**src/rtl/dram_rqst_master_if.sv**
```systemverilog
// Bus bundle between the DRAM request FIFO consumer and its two neighbours:
// the request FIFO read port and the PLB/DRAM master bus adapter.
interface dram_rqst_master_if #(
    parameter int DRAM_RQST_FIFO_DATA_WIDTH = 45
);
    logic [DRAM_RQST_FIFO_DATA_WIDTH-1:0] i_dram_rqst_fifo_data;
    logic                                 i_dram_rqst_fifo_empty;
    logic                                 o_dram_rqst_fifo_re;
    logic                                 o_mem_rqst;
    logic                                 o_mem_rnw;
    logic [31:0]                          o_mem_addr;
    logic [11:0]                          o_mem_length;
    logic                                 i_mem_ack;
    logic                                 i_mem_beat;
    logic                                 i_mem_cmplt;
    logic                                 i_mem_err;

    modport master (
        input  i_dram_rqst_fifo_data, i_dram_rqst_fifo_empty,
        input  i_mem_ack, i_mem_beat, i_mem_cmplt, i_mem_err,
        output o_dram_rqst_fifo_re,
        output o_mem_rqst, o_mem_rnw, o_mem_addr, o_mem_length
    );

    modport slave (
        output i_dram_rqst_fifo_data, i_dram_rqst_fifo_empty,
        output i_mem_ack, i_mem_beat, i_mem_cmplt, i_mem_err,
        input  o_dram_rqst_fifo_re,
        input  o_mem_rqst, o_mem_rnw, o_mem_addr, o_mem_length
    );
endinterface

```
**src/rtl/dram_rqst_master.sv**
```systemverilog
// Consumer of the DRAM request FIFO: pops {addr, length, rnw} entries and runs
// each as one DRAM bus transaction, with beat checking, timeout and debug status.
module dram_rqst_master #(
    parameter int DRAM_RQST_FIFO_DATA_WIDTH = 45,
    parameter int BEAT_BYTES_LOG2           = 3,
    parameter int TIMEOUT_CYCLES            = 4096,
    parameter int TIMEOUT_WIDTH             = 13
) (
    input  logic               i_clk,
    input  logic               i_rst_n,
    dram_rqst_master_if.master bus,
    output logic               o_busy,
    output logic               o_err,
    output logic [1:0]         o_err_code,
    output logic [2:0]         o_state,
    output logic [2:0]         o_completed_rqsts
);
    localparam int LEN_W  = 12;
    localparam int BEAT_W = LEN_W - BEAT_BYTES_LOG2 + 1;
    localparam logic [TIMEOUT_WIDTH-1:0] TMO_LAST = TIMEOUT_WIDTH'(TIMEOUT_CYCLES - 1);
    localparam logic [LEN_W:0]           ROUND    = (LEN_W + 1)'((1 << BEAT_BYTES_LOG2) - 1);

    typedef enum logic [2:0] {
        IDLE  = 3'd0,
        POP   = 3'd1,
        LATCH = 3'd2,
        ISSUE = 3'd3,
        WAIT  = 3'd4
    } state_t;

    state_t state, state_nxt;

    logic [31:0]              addr_q;
    logic [LEN_W-1:0]         len_q;
    logic                     rnw_q;
    logic [BEAT_W-1:0]        beat_cnt, beat_cnt_nxt, exp_beats;
    logic [TIMEOUT_WIDTH-1:0] tmo_cnt;
    logic                     err_q;
    logic [1:0]               err_code_q, err_code_nxt;
    logic [2:0]               done_cnt;

    logic [31:0]      fifo_addr;
    logic [LEN_W-1:0] fifo_len;
    logic             fifo_rnw;
    logic [LEN_W:0]   len_round;

    assign fifo_addr = bus.i_dram_rqst_fifo_data[DRAM_RQST_FIFO_DATA_WIDTH-1 -: 32];
    assign fifo_len  = bus.i_dram_rqst_fifo_data[LEN_W:1];
    assign fifo_rnw  = bus.i_dram_rqst_fifo_data[0];
    assign len_round = {1'b0, fifo_len} + ROUND;

    logic ack_hit, cmplt_hit, tmo_hit, zero_hit;
    assign ack_hit   = (state == ISSUE) && bus.i_mem_ack;
    assign cmplt_hit = (state == WAIT) && bus.i_mem_cmplt;
    assign tmo_hit   = (state == WAIT) && !bus.i_mem_cmplt && (tmo_cnt == TMO_LAST);
    assign zero_hit  = (state == LATCH) && (fifo_len == '0);

    // A beat arriving together with i_mem_cmplt still counts toward the total.
    assign beat_cnt_nxt = ((state == WAIT) && bus.i_mem_beat && (beat_cnt != '1))
                        ? beat_cnt + 1'b1 : beat_cnt;

    always_comb begin
        // NOTE: every comb output gets a default first so no latch is inferred.
        err_code_nxt = 2'b00;
        if (cmplt_hit) begin
            if (bus.i_mem_err)                  err_code_nxt = 2'b01;
            else if (beat_cnt_nxt != exp_beats) err_code_nxt = 2'b11;
        end else if (tmo_hit) begin
            err_code_nxt = 2'b10;
        end
    end

    // NOTE: sequential state uses non-blocking assignments only.
    always_ff @(posedge i_clk or negedge i_rst_n) begin
        if (!i_rst_n) state <= IDLE;
        else          state <= state_nxt;
    end

    always_comb begin
        state_nxt = state;
        unique case (state)
            IDLE:    if (!bus.i_dram_rqst_fifo_empty) state_nxt = POP;
            POP:     state_nxt = LATCH;
            LATCH:   state_nxt = zero_hit ? IDLE : ISSUE;
            ISSUE:   if (bus.i_mem_ack) state_nxt = WAIT;
            WAIT:    if (bus.i_mem_cmplt || tmo_hit) state_nxt = IDLE;
            default: state_nxt = IDLE;
        endcase
    end

    // The read strobe is gated by reset so it stays low while reset is held,
    // even with a non-empty FIFO in front of the IDLE state.
    always_comb begin
        bus.o_dram_rqst_fifo_re = i_rst_n && (state == IDLE) && !bus.i_dram_rqst_fifo_empty;
        bus.o_mem_rqst          = (state == ISSUE);
        o_busy                  = (state != IDLE);
        o_state                 = state;
    end

    always_ff @(posedge i_clk or negedge i_rst_n) begin
        if (!i_rst_n) begin
            addr_q     <= '0;
            len_q      <= '0;
            rnw_q      <= 1'b0;
            beat_cnt   <= '0;
            exp_beats  <= '0;
            tmo_cnt    <= '0;
            err_q      <= 1'b0;
            err_code_q <= 2'b00;
            done_cnt   <= 3'd0;
        end else begin
            if (state == LATCH) begin
                addr_q    <= fifo_addr;
                len_q     <= fifo_len;
                rnw_q     <= fifo_rnw;
                beat_cnt  <= '0;
                exp_beats <= BEAT_W'(len_round >> BEAT_BYTES_LOG2);
            end else begin
                beat_cnt <= beat_cnt_nxt;
            end

            if (ack_hit)              tmo_cnt <= '0;
            else if (state == WAIT)   tmo_cnt <= tmo_cnt + 1'b1;

            if (zero_hit || cmplt_hit || tmo_hit) done_cnt <= done_cnt + 3'd1;

            // First error wins: the code is frozen once the sticky flag is up.
            if (!err_q && (err_code_nxt != 2'b00)) begin
                err_q      <= 1'b1;
                err_code_q <= err_code_nxt;
            end
        end
    end

    assign bus.o_mem_addr   = addr_q;
    assign bus.o_mem_length = len_q;
    assign bus.o_mem_rnw    = rnw_q;
    assign o_err             = err_q;
    assign o_err_code        = err_code_q;
    assign o_completed_rqsts = done_cnt;
endmodule

```
**src/flat_wrapper.sv**
```systemverilog
// flat-port wrapper written by rule: the top's interface ports become plain ports
module dram_rqst_master_flat 
#(
    parameter int DRAM_RQST_FIFO_DATA_WIDTH = 45,
    parameter int BEAT_BYTES_LOG2           = 3,
    parameter int TIMEOUT_CYCLES            = 4096,
    parameter int TIMEOUT_WIDTH             = 13
)
  (i_clk, i_rst_n, o_busy, o_err, o_err_code, o_state, o_completed_rqsts, bus_i_dram_rqst_fifo_data, bus_i_dram_rqst_fifo_empty, bus_i_mem_ack, bus_i_mem_beat, bus_i_mem_cmplt, bus_i_mem_err, bus_o_dram_rqst_fifo_re, bus_o_mem_rqst, bus_o_mem_rnw, bus_o_mem_addr, bus_o_mem_length);
  dram_rqst_master_if #(.DRAM_RQST_FIFO_DATA_WIDTH(DRAM_RQST_FIFO_DATA_WIDTH)) bus_i ();
  input  logic i_clk;
  input  logic i_rst_n;
  output logic o_busy;
  output logic o_err;
  output logic [1:0] o_err_code;
  output logic [2:0] o_state;
  output logic [2:0] o_completed_rqsts;
  input wire logic [$bits(bus_i.i_dram_rqst_fifo_data)-1:0] bus_i_dram_rqst_fifo_data;
  input wire logic [$bits(bus_i.i_dram_rqst_fifo_empty)-1:0] bus_i_dram_rqst_fifo_empty;
  input wire logic [$bits(bus_i.i_mem_ack)-1:0] bus_i_mem_ack;
  input wire logic [$bits(bus_i.i_mem_beat)-1:0] bus_i_mem_beat;
  input wire logic [$bits(bus_i.i_mem_cmplt)-1:0] bus_i_mem_cmplt;
  input wire logic [$bits(bus_i.i_mem_err)-1:0] bus_i_mem_err;
  output wire logic [$bits(bus_i.o_dram_rqst_fifo_re)-1:0] bus_o_dram_rqst_fifo_re;
  output wire logic [$bits(bus_i.o_mem_rqst)-1:0] bus_o_mem_rqst;
  output wire logic [$bits(bus_i.o_mem_rnw)-1:0] bus_o_mem_rnw;
  output wire logic [$bits(bus_i.o_mem_addr)-1:0] bus_o_mem_addr;
  output wire logic [$bits(bus_i.o_mem_length)-1:0] bus_o_mem_length;
  assign bus_i.i_dram_rqst_fifo_data = bus_i_dram_rqst_fifo_data;
  assign bus_i.i_dram_rqst_fifo_empty = bus_i_dram_rqst_fifo_empty;
  assign bus_i.i_mem_ack = bus_i_mem_ack;
  assign bus_i.i_mem_beat = bus_i_mem_beat;
  assign bus_i.i_mem_cmplt = bus_i_mem_cmplt;
  assign bus_i.i_mem_err = bus_i_mem_err;
  assign bus_o_dram_rqst_fifo_re = bus_i.o_dram_rqst_fifo_re;
  assign bus_o_mem_rqst = bus_i.o_mem_rqst;
  assign bus_o_mem_rnw = bus_i.o_mem_rnw;
  assign bus_o_mem_addr = bus_i.o_mem_addr;
  assign bus_o_mem_length = bus_i.o_mem_length;
  dram_rqst_master #(.DRAM_RQST_FIFO_DATA_WIDTH(DRAM_RQST_FIFO_DATA_WIDTH), .BEAT_BYTES_LOG2(BEAT_BYTES_LOG2), .TIMEOUT_CYCLES(TIMEOUT_CYCLES), .TIMEOUT_WIDTH(TIMEOUT_WIDTH)) u_core (.i_clk(i_clk), .i_rst_n(i_rst_n), .bus(bus_i), .o_busy(o_busy), .o_err(o_err), .o_err_code(o_err_code), .o_state(o_state), .o_completed_rqsts(o_completed_rqsts));
endmodule
```
**config.mk**
```make
export PLATFORM = sky130hd
export DESIGN_NAME = dram_rqst_master_flat
export DESIGN_NICKNAME = d
export VERILOG_FILES = /design/src/rtl/dram_rqst_master_if.sv /design/src/rtl/dram_rqst_master.sv /design/src/flat_wrapper.sv
export SDC_FILE = /design/constraint.sdc
export NUM_CORES = 1
export LEC_CHECK = 0
export ABC_CLOCK_PERIOD_IN_PS = 5900
export BUFFER_PORTS_ARGS = -buffer_cell sky130_fd_sc_hd__buf_2
export CORE_AREA = 2 2 80 102
export CTS_CLUSTER_DIAMETER = 40
export DETAILED_ROUTE_END_ITERATION = 10
export DIE_AREA = 0 0 82 104
export PLACE_DENSITY = 0.84
export SLEW_MARGIN = 20
export SYNTH_ARGS = -nofsm -noshare
export SYNTH_HDL_FRONTEND = slang
export SYNTH_SLANG_ARGS = --single-unit
```
**constraint.sdc**
```tcl
create_clock -name i_clk -period 5.9 [get_ports i_clk]
set_input_delay 0.59 -clock i_clk [delete_from_list [all_inputs] [get_ports i_clk]]
set_output_delay 0.59 -clock i_clk [all_outputs]
set_load 0.1 [all_outputs]
```
### Yosys cells after proc, flatten, opt, wreduce, memory -nomap -nowiden

Index checks and enable logic that the tools add are counted.

* register bits after elaboration: 87
* output and inout port bits: 57
* bits of input ports: 52

* equality and inequality tests: 10
* $add $sub $neg: 4
* muxes and demuxes: 13
* reductions and logical operators: 22

Operators with widths (count)
* 13-bit 2-to-1 mux: 2
* 10-bit 2-to-1 mux: 2
* 3-bit one-hot mux with 5 select lines: 1
* 12-bit by 3-bit adder with 13-bit output (second input constant): 1
* 13-bit by 1-bit adder with 13-bit output (second input constant): 1
* 13-bit by 12-bit equality test with 1-bit output (second input constant): 1
* 12-bit zero test: 1
* 10-bit by 1-bit adder with 10-bit output (second input constant): 1
* 1-bit logical AND: 10
* 2-bit 2-to-1 mux: 5
* 10-bit != test: 1
* 10-bit != test (second input constant): 1
* 3-bit 2-to-1 mux: 3
* 3-bit by 2-bit equality test with 1-bit output (second input constant): 2
* 2-bit != test (second input constant): 3
* 2-bit nonzero test: 2
* 3-bit by 1-bit adder with 3-bit output (second input constant): 1
* 3-bit by 1-bit equality test with 1-bit output (second input constant): 1
* 3-bit equality test (second input constant): 1
* 1-bit zero test: 3
* 3-bit zero test: 1
* 1-bit logical OR: 3
* 3-bit AND reduction: 1
* 3-bit nonzero test: 1

### Depth between registers and ports, before layout

Gate-level depths: netlist (run 1).

* depth after elaboration: 10
* depth in mapped cells: 8
* mapped depth without buffers: 8

### Worst setup path after synthesis (run 1)

OpenSTA, ideal clock, no wires.

* path type: reg2out
* start point: register u_core.state[2] (netlist: u_core.o_state[2])
* end point: output bus_o_dram_rqst_fifo_re
* slack: 1.201 ns
* cell stages (with the launch flop): 4
* data required time: 5.310 ns
* path buffers: 1
* arrival time: 4.109 ns
* cell sequence: dfrtp_1 buf_4 or3_2 nor3b_1

* word-level cells in the longest chain between the ends: 3

Ends and longest elaborated chain
* start, declared: RTL line dram_rqst_master.sv:31 `state_t state, state_nxt;`
* start signal, assigned: RTL line dram_rqst_master.sv:76 `else state <= state_nxt;`
* 3-bit zero test: RTL line dram_rqst_master.sv:94 `bus.o_dram_rqst_fifo_re = i_rst_n && (state == IDLE) && !bus.i_dram_rqst_fifo_empty;`
* 1-bit logical AND (2 in series): RTL line dram_rqst_master.sv:94
* end, declared: RTL line flat_wrapper.sv:24 `output wire logic [$bits(bus_i.o_dram_rqst_fifo_re)-1:0] bus_o_dram_rqst_fifo_re;`

No other way between the ends.

### Worst setup path in the final report (run 1)

* start point: register u_core.beat_cnt[0]
* end point: register u_core.err_code_q[1] (netlist: u_core.o_err_code[1])

* word-level cells in the longest chain between the ends: 9
* elaborated cells on any way between the ends: 10
* those cells by class: add/sub (1); eq/ne (2); mux (4); reduce/logical (3)

Ends and longest elaborated chain
* start, declared: RTL line dram_rqst_master.sv:36 `logic [BEAT_W-1:0] beat_cnt, beat_cnt_nxt, exp_beats;`
* start signal, assigned: RTL line dram_rqst_master.sv:119 `beat_cnt <= beat_cnt_nxt;`
* parallel branches: the longest is 2 deep, another holds 10-bit by 1-bit adder with 10-bit output
* 10-bit 2-to-1 mux *: RTL line dram_rqst_master.sv:60 `? beat_cnt + 1'b1 : beat_cnt;`
* 10-bit != test *: RTL line dram_rqst_master.sv:67 `else if (beat_cnt_nxt != exp_beats) err_code_nxt = 2'b11;`
* 2-bit 2-to-1 mux *: RTL line dram_rqst_master.sv:67
* 2-bit 2-to-1 mux *: RTL line dram_rqst_master.sv:66 `if (bus.i_mem_err) err_code_nxt = 2'b01;`
* 2-bit 2-to-1 mux *: RTL line dram_rqst_master.sv:65 `if (cmplt_hit) begin`
* 2-bit nonzero test: RTL line dram_rqst_master.sv:128 `if (!err_q && (err_code_nxt != 2'b00)) begin`
* 1-bit logical AND: RTL line dram_rqst_master.sv:128
* end signal, assigned: RTL line dram_rqst_master.sv:130 `err_code_q <= err_code_nxt;`
* end, declared: RTL line dram_rqst_master.sv:39 `logic [1:0] err_code_q, err_code_nxt;`

Mark *: on every way between the ends.
A chain may end at the register's enable or synchronous reset.

==> impl_results.md, run 1 <==
- Outcome: complete, no violations
- # diodes: 0
- Clock Skew: 0.0115 ns
- Reg-to-reg critical path startpoint: u_core.beat_cnt[0]
- Post-route setup TNS: 0 ns
- Simple-gate area share of the yosys netlist: between 30% and 40%
- Post-synthesis mux area share: 0.741%
- Final instance area: 0.00500 mm^2
- Fraction of layout cells with a size suffix above 1: 24.6%
- Largest family of logic cells by synthesized area: simple AND/OR/NAND/NOR gates
- Initial antenna violation count: 0
- DRT Pass-1 Iters: 5
- Fill cells: approximately 660
- Setup bufs post-CTS: 0
- Worst r2r path cells: 8
- Vias: 3611
- Final min period: 2.64 ns
- Crit start category: flip-flop
- MaxCap Viol Count: 0
- Cell Area, Placed: about 0.0048 mm^2
- Achievable Freq: 378 MHz
- Sequential fraction of the synthesis area: 51.6%
- Initial core utilization: around 56%
- Worst EP arrival: 2.88 ns
- Global-route wire length before repair: 16200 um
- Post-synth ARST share: 100%
- Hold Violations, Final: 0
- Post-CTS Hold Fix Bufs: 0
- CP Data Required Time: between 6 and 7 ns
- Clk slew on worst S/H paths: 0.09 ns
- Die Area: ~0.0085 mm^2
- FF-to-FF End: u_core.o_err_code[1]
- Commonest cells post-synth: nand2_1, dfrtp_1, nor2_1
- CTS H-tree lvls: 3
- Synth Area in Compound Gates: 7.17%
- Worst Setup SP: u_core.beat_cnt[0]
- Worst relative slew slack: roughly 45%
- Area contributors post-synth: dfrtp_1, nand2_1, xnor2_1, xor2_1, nor2_1
- # IOs: 109
- XOR/XNOR share of the synthesized area: 6.43%
- CTS tree: yes
- PostCTS Resize Cnt: 0
- WS Path Type: reg2reg
- Final period utilization: 44.8%
- Worst slew pin tran: 0.827 ns
- Clk sinks: between 80 and 90
- Vias in the first global route: 3606
- Family with the most delay on the worst path: simple AND/OR/NAND/NOR gates
- Total Nets Final: 628
- DRT iter0 DRCs: 184
- Clk_lat worst skew: between 0.3 and 0.4 ns
- Final Max Tran Viols: 0
- HPWL after DPL: 6780 um
- Yosys warning count: 0
- Count leader, synth: nand2_1
- Main synth FF type: dfrtp_1
- Synth Register Bits: 87
- Final-report setup violation count: 0
- Tot GR Track Use: approximately 24%
- Buf/Inv on CP: 0
- RSZ-0062 raised after global routing: no
- Crit-path cells: ha_1, nand4_2, nor3_2, nor3_1, xnor2_1, o2111ai_1, nor4b_2, a2111oi_2
- Row count: 36
- Netlist cell types: 57
- CTS root buffer: clkbuf_8
- Total gr overflow: 0
- Syn nets: 526
- Synthesized cell area: 0.00422 mm^2
- Largest stage delay, worst path: 0.57 ns
- Routability congestion estimate: 0.934
- Area share of fa/ha/maj cells after synthesis: 0.889%
- Largest net degree at the start of global routing: 69
- CTS max path bufs: 2
- Drt via density: 5.37
- Final ANT Viol Nets: 0
- TritonCTS Buffers: 9
- Post-synth EDFFs: 0
- Post-Syn Instances: 471
- Worst setup EP type: flip-flop
- Die Wd: slightly above 80 um
- R2R setup slack: 3.26 ns
- Routed wire length: approximately 9500 um
- Placeable Area: 0.00757 mm^2
- Post-route DRC: 0
- Die Y: 104 um
- Share of the synthesized area in the top cell type: between 50% and 60%
- Per-cell routed wire length: about 14 um
- Synth area leader: dfrtp_1
- Layout area overhead: 18.5%
- CP max stage cell: nor3_2
- Max FO, Critical Path: 10
- Worst Hold Class: in2async
- IO buf count: 108
- Syn_area_per_cell: 8.96 um^2
-- per-stage QoR --
step | setup slack [ns] | util, % | cells | hold WS [ns]
final | 3.26 | 66.1 | 673 | 0.104
after global routing | 2.99 | 66.1 | 673 | 0.100
after CTS | 3.27 | 66.0 | 673 | 0.0972
after detailed placement | 3.30 | 63.7 | 657 | 0.457
after global placement | 3.43 | 63.7 | 657 | 0.455
after floorplan | 1.20 | - | 471 | 0.294
-- layout make-up --
class / instances / area, um^2 / share of cell area, %
clock buffer: 11 / 141 / 2.83
clock inverter: 5 / 32.5 / 0.651
inverter: 6 / 22.5 / 0.450
multi-input combinational: 359 / 1950 / 39.0
sequential: 87 / 2180 / 43.5
tap: 95 / 119 / 2.38
timing repair buffer: 110 / 558 / 11.2
-- cells in the final DEF (no fill, tap or decap), drive strengths merged, types with 2 or more instances in the layout --
cell,count
a211oi,2
a21oi,8
and2,4
and3,12
and4,3
buf,110
clkbuf,11
clkinv,4
dfrtp,87
ha,3
inv,7
mux2i,2
nand2,168
nand2b,3
nand3,11
nand3b,3
nand4,5
nor2,33
nor3,8
nor3b,5
nor4,8
o21ai,20
o31ai,2
or3,6
xnor2,16
xor2,15
-- cell families after synthesis --
logic type	count (synthesis)
adders and majority gates	3
xor gates and xnor gates	31
DFF	87
buffers and inverters	25
AOI/OAI and AO/OA	46
muxes	3
and+or+nand+nor	276
-- metal layers --
| layer | wire, um | vias up | track usage, % |
|---|---|---|---|
| met4 | 179 | 0 | 8.69 |
| met1 | 4170 | 1718 | 31.9 |
| met2 | 4590 | 104 | 38.0 |
| li1 | - | 1776 | - |
| met3 | 534 | 13 | 6.60 |
| met5 | 0 | - | 0 |
-- registers in the layout, indices dropped and copies added, names as in the netlist --
signal and flops:
u_core.beat_cnt 10, u_core.o_err 1, u_core.o_state 3, u_core.o_completed_rqsts 3, u_core.bus.o_mem_rnw 1, u_core.tmo_cnt 13
u_core.exp_beats 10, u_core.o_err_code 2, u_core.bus.o_mem_length 12, u_core.bus.o_mem_addr 32
-- how the worst max path moves through the flow --
| stage | to | slack (ns) | cells past startpoint |
|---|---|---|---|
| finish | u_core.o_err_code[1] | 3.26 | 8 |
| global route | u_core.o_err_code[1] | 2.99 | 8 |
| CTS | bus_o_dram_rqst_fifo_re | 3.27 | 3 |
| detailed placement | u_core.o_err_code[1] | 3.30 | 8 |
| global placement | u_core.o_err_code[1] | 3.43 | 8 |
| floorplan | bus_o_dram_rqst_fifo_re | 1.20 | 3 |
Power of run 1 is not shown: default switching activity piles up to over one toggle a cycle in this logic, so the estimate is an artifact.
==> inputs of run 2 (changes only) <==
--- a/config.mk
+++ b/config.mk
@@ -5,13 +5,14 @@
 export SDC_FILE = /design/constraint.sdc
 export NUM_CORES = 1
 export LEC_CHECK = 0
-export ABC_CLOCK_PERIOD_IN_PS = 5900
+export ABC_AREA = 1
+export ABC_CLOCK_PERIOD_IN_PS = 2600
 export BUFFER_PORTS_ARGS = -buffer_cell sky130_fd_sc_hd__buf_2
-export CORE_AREA = 2 2 80 102
+export CORE_AREA = 2 2 83 105
 export CTS_CLUSTER_DIAMETER = 40
 export DETAILED_ROUTE_END_ITERATION = 10
-export DIE_AREA = 0 0 82 104
-export PLACE_DENSITY = 0.84
+export DIE_AREA = 0 0 85 107
+export PLACE_DENSITY = 0.79
 export SLEW_MARGIN = 20
 export SYNTH_ARGS = -nofsm -noshare
 export SYNTH_HDL_FRONTEND = slang
==> constraint.sdc (replaced) <==
create_clock -name i_clk -period 2.6 [get_ports i_clk]
set_input_delay 0.26 -clock i_clk [delete_from_list [all_inputs] [get_ports i_clk]]
set_output_delay 0.26 -clock i_clk [all_outputs]
set_load 0.1 [all_outputs]
==> impl_results.md, run 2 <==
- Outcome: complete, no violations
- Total Nets Final: 703
- HPWL after DPL: about 7200 um
- Vias in the first global route: 3734
- R2R setup slack: 0.31 ns
- Worst setup EP type: flip-flop
- Commonest cells post-synth: nand2_1, dfrtp_1, inv_1
- # IOs: between 100 and 150
- Largest register FFs: 32
- Final instance area: 0.00507 mm^2
- Finished Core Util: 62.6%
- Clock Skew: 0.00482 ns
- Fraction of layout cells with a size suffix above 1: 24.1%
- Setup bufs post-CTS: 0
- Synthesized cell area: 0.00420 mm^2
- Worst relative slew slack: 57.0%
- CP Data Required Time: 2.89 ns
- MaxCap Viol Count: 0
- Largest stage delay, worst path: 0.43 ns
- RSZ-0062 raised after global routing: no
- Hold Path Sink: u_core.bus.o_mem_addr[5]
- # diodes: 0
- WS Path Type: reg2reg
- Commonest non-fill, non-tap cell in the layout: nand2_1
- Final Max Tran Viols: 0
- Largest net degree at the start of global routing: 67
- Reg-to-reg critical path startpoint: u_core.beat_cnt[0]
- Layout area overhead: 20.7%
- Total gr overflow: 0
- Worst Hold Class: in2reg
- Yosys warning count: 0
- DRT Pass-1 Iters: 4
- Worst slew pin tran: 0.645 ns
- Initial antenna violation count: 0
- Routed wire length: 9560 um
- Row count: 37
- Die Wd: 85 um
- Clk_lat worst skew: about 0.34 ns
- Share of the synthesized area in the top cell type: 51.8%
- Area contributors post-synth: dfrtp_1, nand2_1, inv_1, nand3_1, o21ai_0
- Crit start category: flip-flop
- Placeable Area: 0.00810 mm^2
- CTS tree: yes
- DRT iter0 DRCs: 212
- Worst hold stages: 3
- Synth Register Bits: 87
- CP max stage cell: dfrtp_1
- TritonCTS Buffers: 9
- Tot GR Track Use: 22.5%
- Per-cell routed wire length: 12.8 um
- Routability congestion estimate: 0.884
- Crit-path cells: ha_1, nand2_2, nor2_4, nand3_4, nand2_4, nand2_1, nand2_1, nand2_1, nand2_1, nand2_1, nor2_2, nand4_1, nand2_1, nand2_2, nand2_2, nand2_1, nand2_1
- Post-route setup TNS: 0 ns
- PostCTS Resize Cnt: 0
- Post-synth EDFFs: 0
- Main synth FF type: dfrtp_1
- Post-route DRC: 0
- Clk sinks: 87
- Worst hold path startpoint: bus_i_dram_rqst_fifo_data[18]
- Drt via density: 5.02
- Cell Area, Placed: slightly below 0.005 mm^2
- FF-to-FF End: u_core.o_err_code[1]
- Clk slew on worst S/H paths: roughly 0.08 ns
- Die Area: 0.00910 mm^2
- Syn_area_per_cell: 7.81 um^2
- CTS H-tree lvls: 3
- Max FO, Critical Path: 16
- Post-Syn Instances: 538
- Final ANT Viol Nets: 0
- Final-report setup violation count: 0
- Crit-path most repeated cell: nand2_1
- Post-synth ARST share: 100%
- Initial core utilization: between 50% and 60%
- Synth area leader: dfrtp_1
- Commonest cells after routing, fill and taps aside: nand2_1, buf_2, dfrtp_1
- CTS max path bufs: 2
- Achievable Freq: 437 MHz
- Final period utilization: 88.0%
- Worst r2r path cells: 17
- Syn nets: 593
- Fill cells: 697
- Count leader, synth: nand2_1
- CTS root buffer: clkbuf_8
- Final min period: 2.29 ns
- Vias: 3760
- Die Y: around 110 um
- IO buf count: 108
- Netlist cell types: 31
- Global-route wire length before repair: 16200 um
- Sequential fraction of the synthesis area: around 52%
- Hold Violations, Final: 0
- Worst EP arrival: 2.58 ns
run 2: changes by cell type in the layout (fill, tap and decap cells not counted), moves of 12 or more:
| cell | previous run | this run |
|---|---|---|
| a21oi_1 | 8 | 20 |
| inv_1 | 6 | 55 |
| nand2_1 | 168 | 225 |
| nand3_1 | 10 | 28 |
| xnor2_1 | 16 | 1 |
| xor2_1 | 15 | 1 |
run 2: area by class of cell:
type	count	area [um^2]	area share [%]
well taps	97	121	2.39
flip-flops and latches	87	2180	42.9
clock inverters	4	70.1	1.38
multi-input cells	380	1760	34.8
repair buffers	113	583	11.5
clock buffers	11	141	2.79
inverters	57	215	4.24
run 2: cell families after synthesis:
kind of cell	after synthesis	synth area share [%]
AND/OR/NAND/NOR	322	33.5
flip-flops	87	51.8
buffers and inverters	71	6.55
AO/OA/AOI/OAI	52	6.58
adder cells (fa/ha/maj)	3	0.893
XOR/XNOR	2	0.417
multiplexers	1	0.268
run 2: metal layers:
layer,part of all wire [%],global-route usage [%]
met5,0,0
met4,3.7,12.2
met3,5.1,4.62
met2,49,37.7
met1,43,26.9
run 2: critical path: cells and delay by family, from the launching register on:
kind                     cells  cell delay (ns)
flip-flops                   1             0.43
AND/OR/NAND/NOR             16             1.57
adder cells (fa/ha/maj)      1             0.23
run 2: worst max path at each step:
stage	startpoint	end	slack [ns]	cells after the start
after floorplan	u_core.o_state[2]	u_core.o_err_code[0]	0.13	14
after global placement	u_core.beat_cnt[0]	u_core.o_err_code[0]	0.46	16
after detailed placement	u_core.beat_cnt[0]	u_core.o_err_code[1]	0.34	16
after CTS	u_core.beat_cnt[0]	u_core.o_err_code[1]	0.33	17
after global routing	u_core.beat_cnt[0]	u_core.o_err_code[0]	0.03	16
final	u_core.beat_cnt[0]	u_core.o_err_code[1]	0.31	17
run 2: timing repair:
item | in CTS | in global routing
hold buffers | 1 | 0
setup endpoints to repair | 0 | 0
hold endpoints to repair | 18 | 0
run 2: per-stage QoR:
stage | setup WS [ns] | hold WS, ns | std cells
CTS | 0.332 | 0.0869 | 749
floorplan | 0.132 | -0.0356 | 538
finish | 0.312 | 0.106 | 749
detailed placement | 0.341 | 0.391 | 733
global placement | 0.458 | 0.380 | 733
global route | 0.0314 | 0.0855 | 749
Power of run 2 is left out for the same reason.
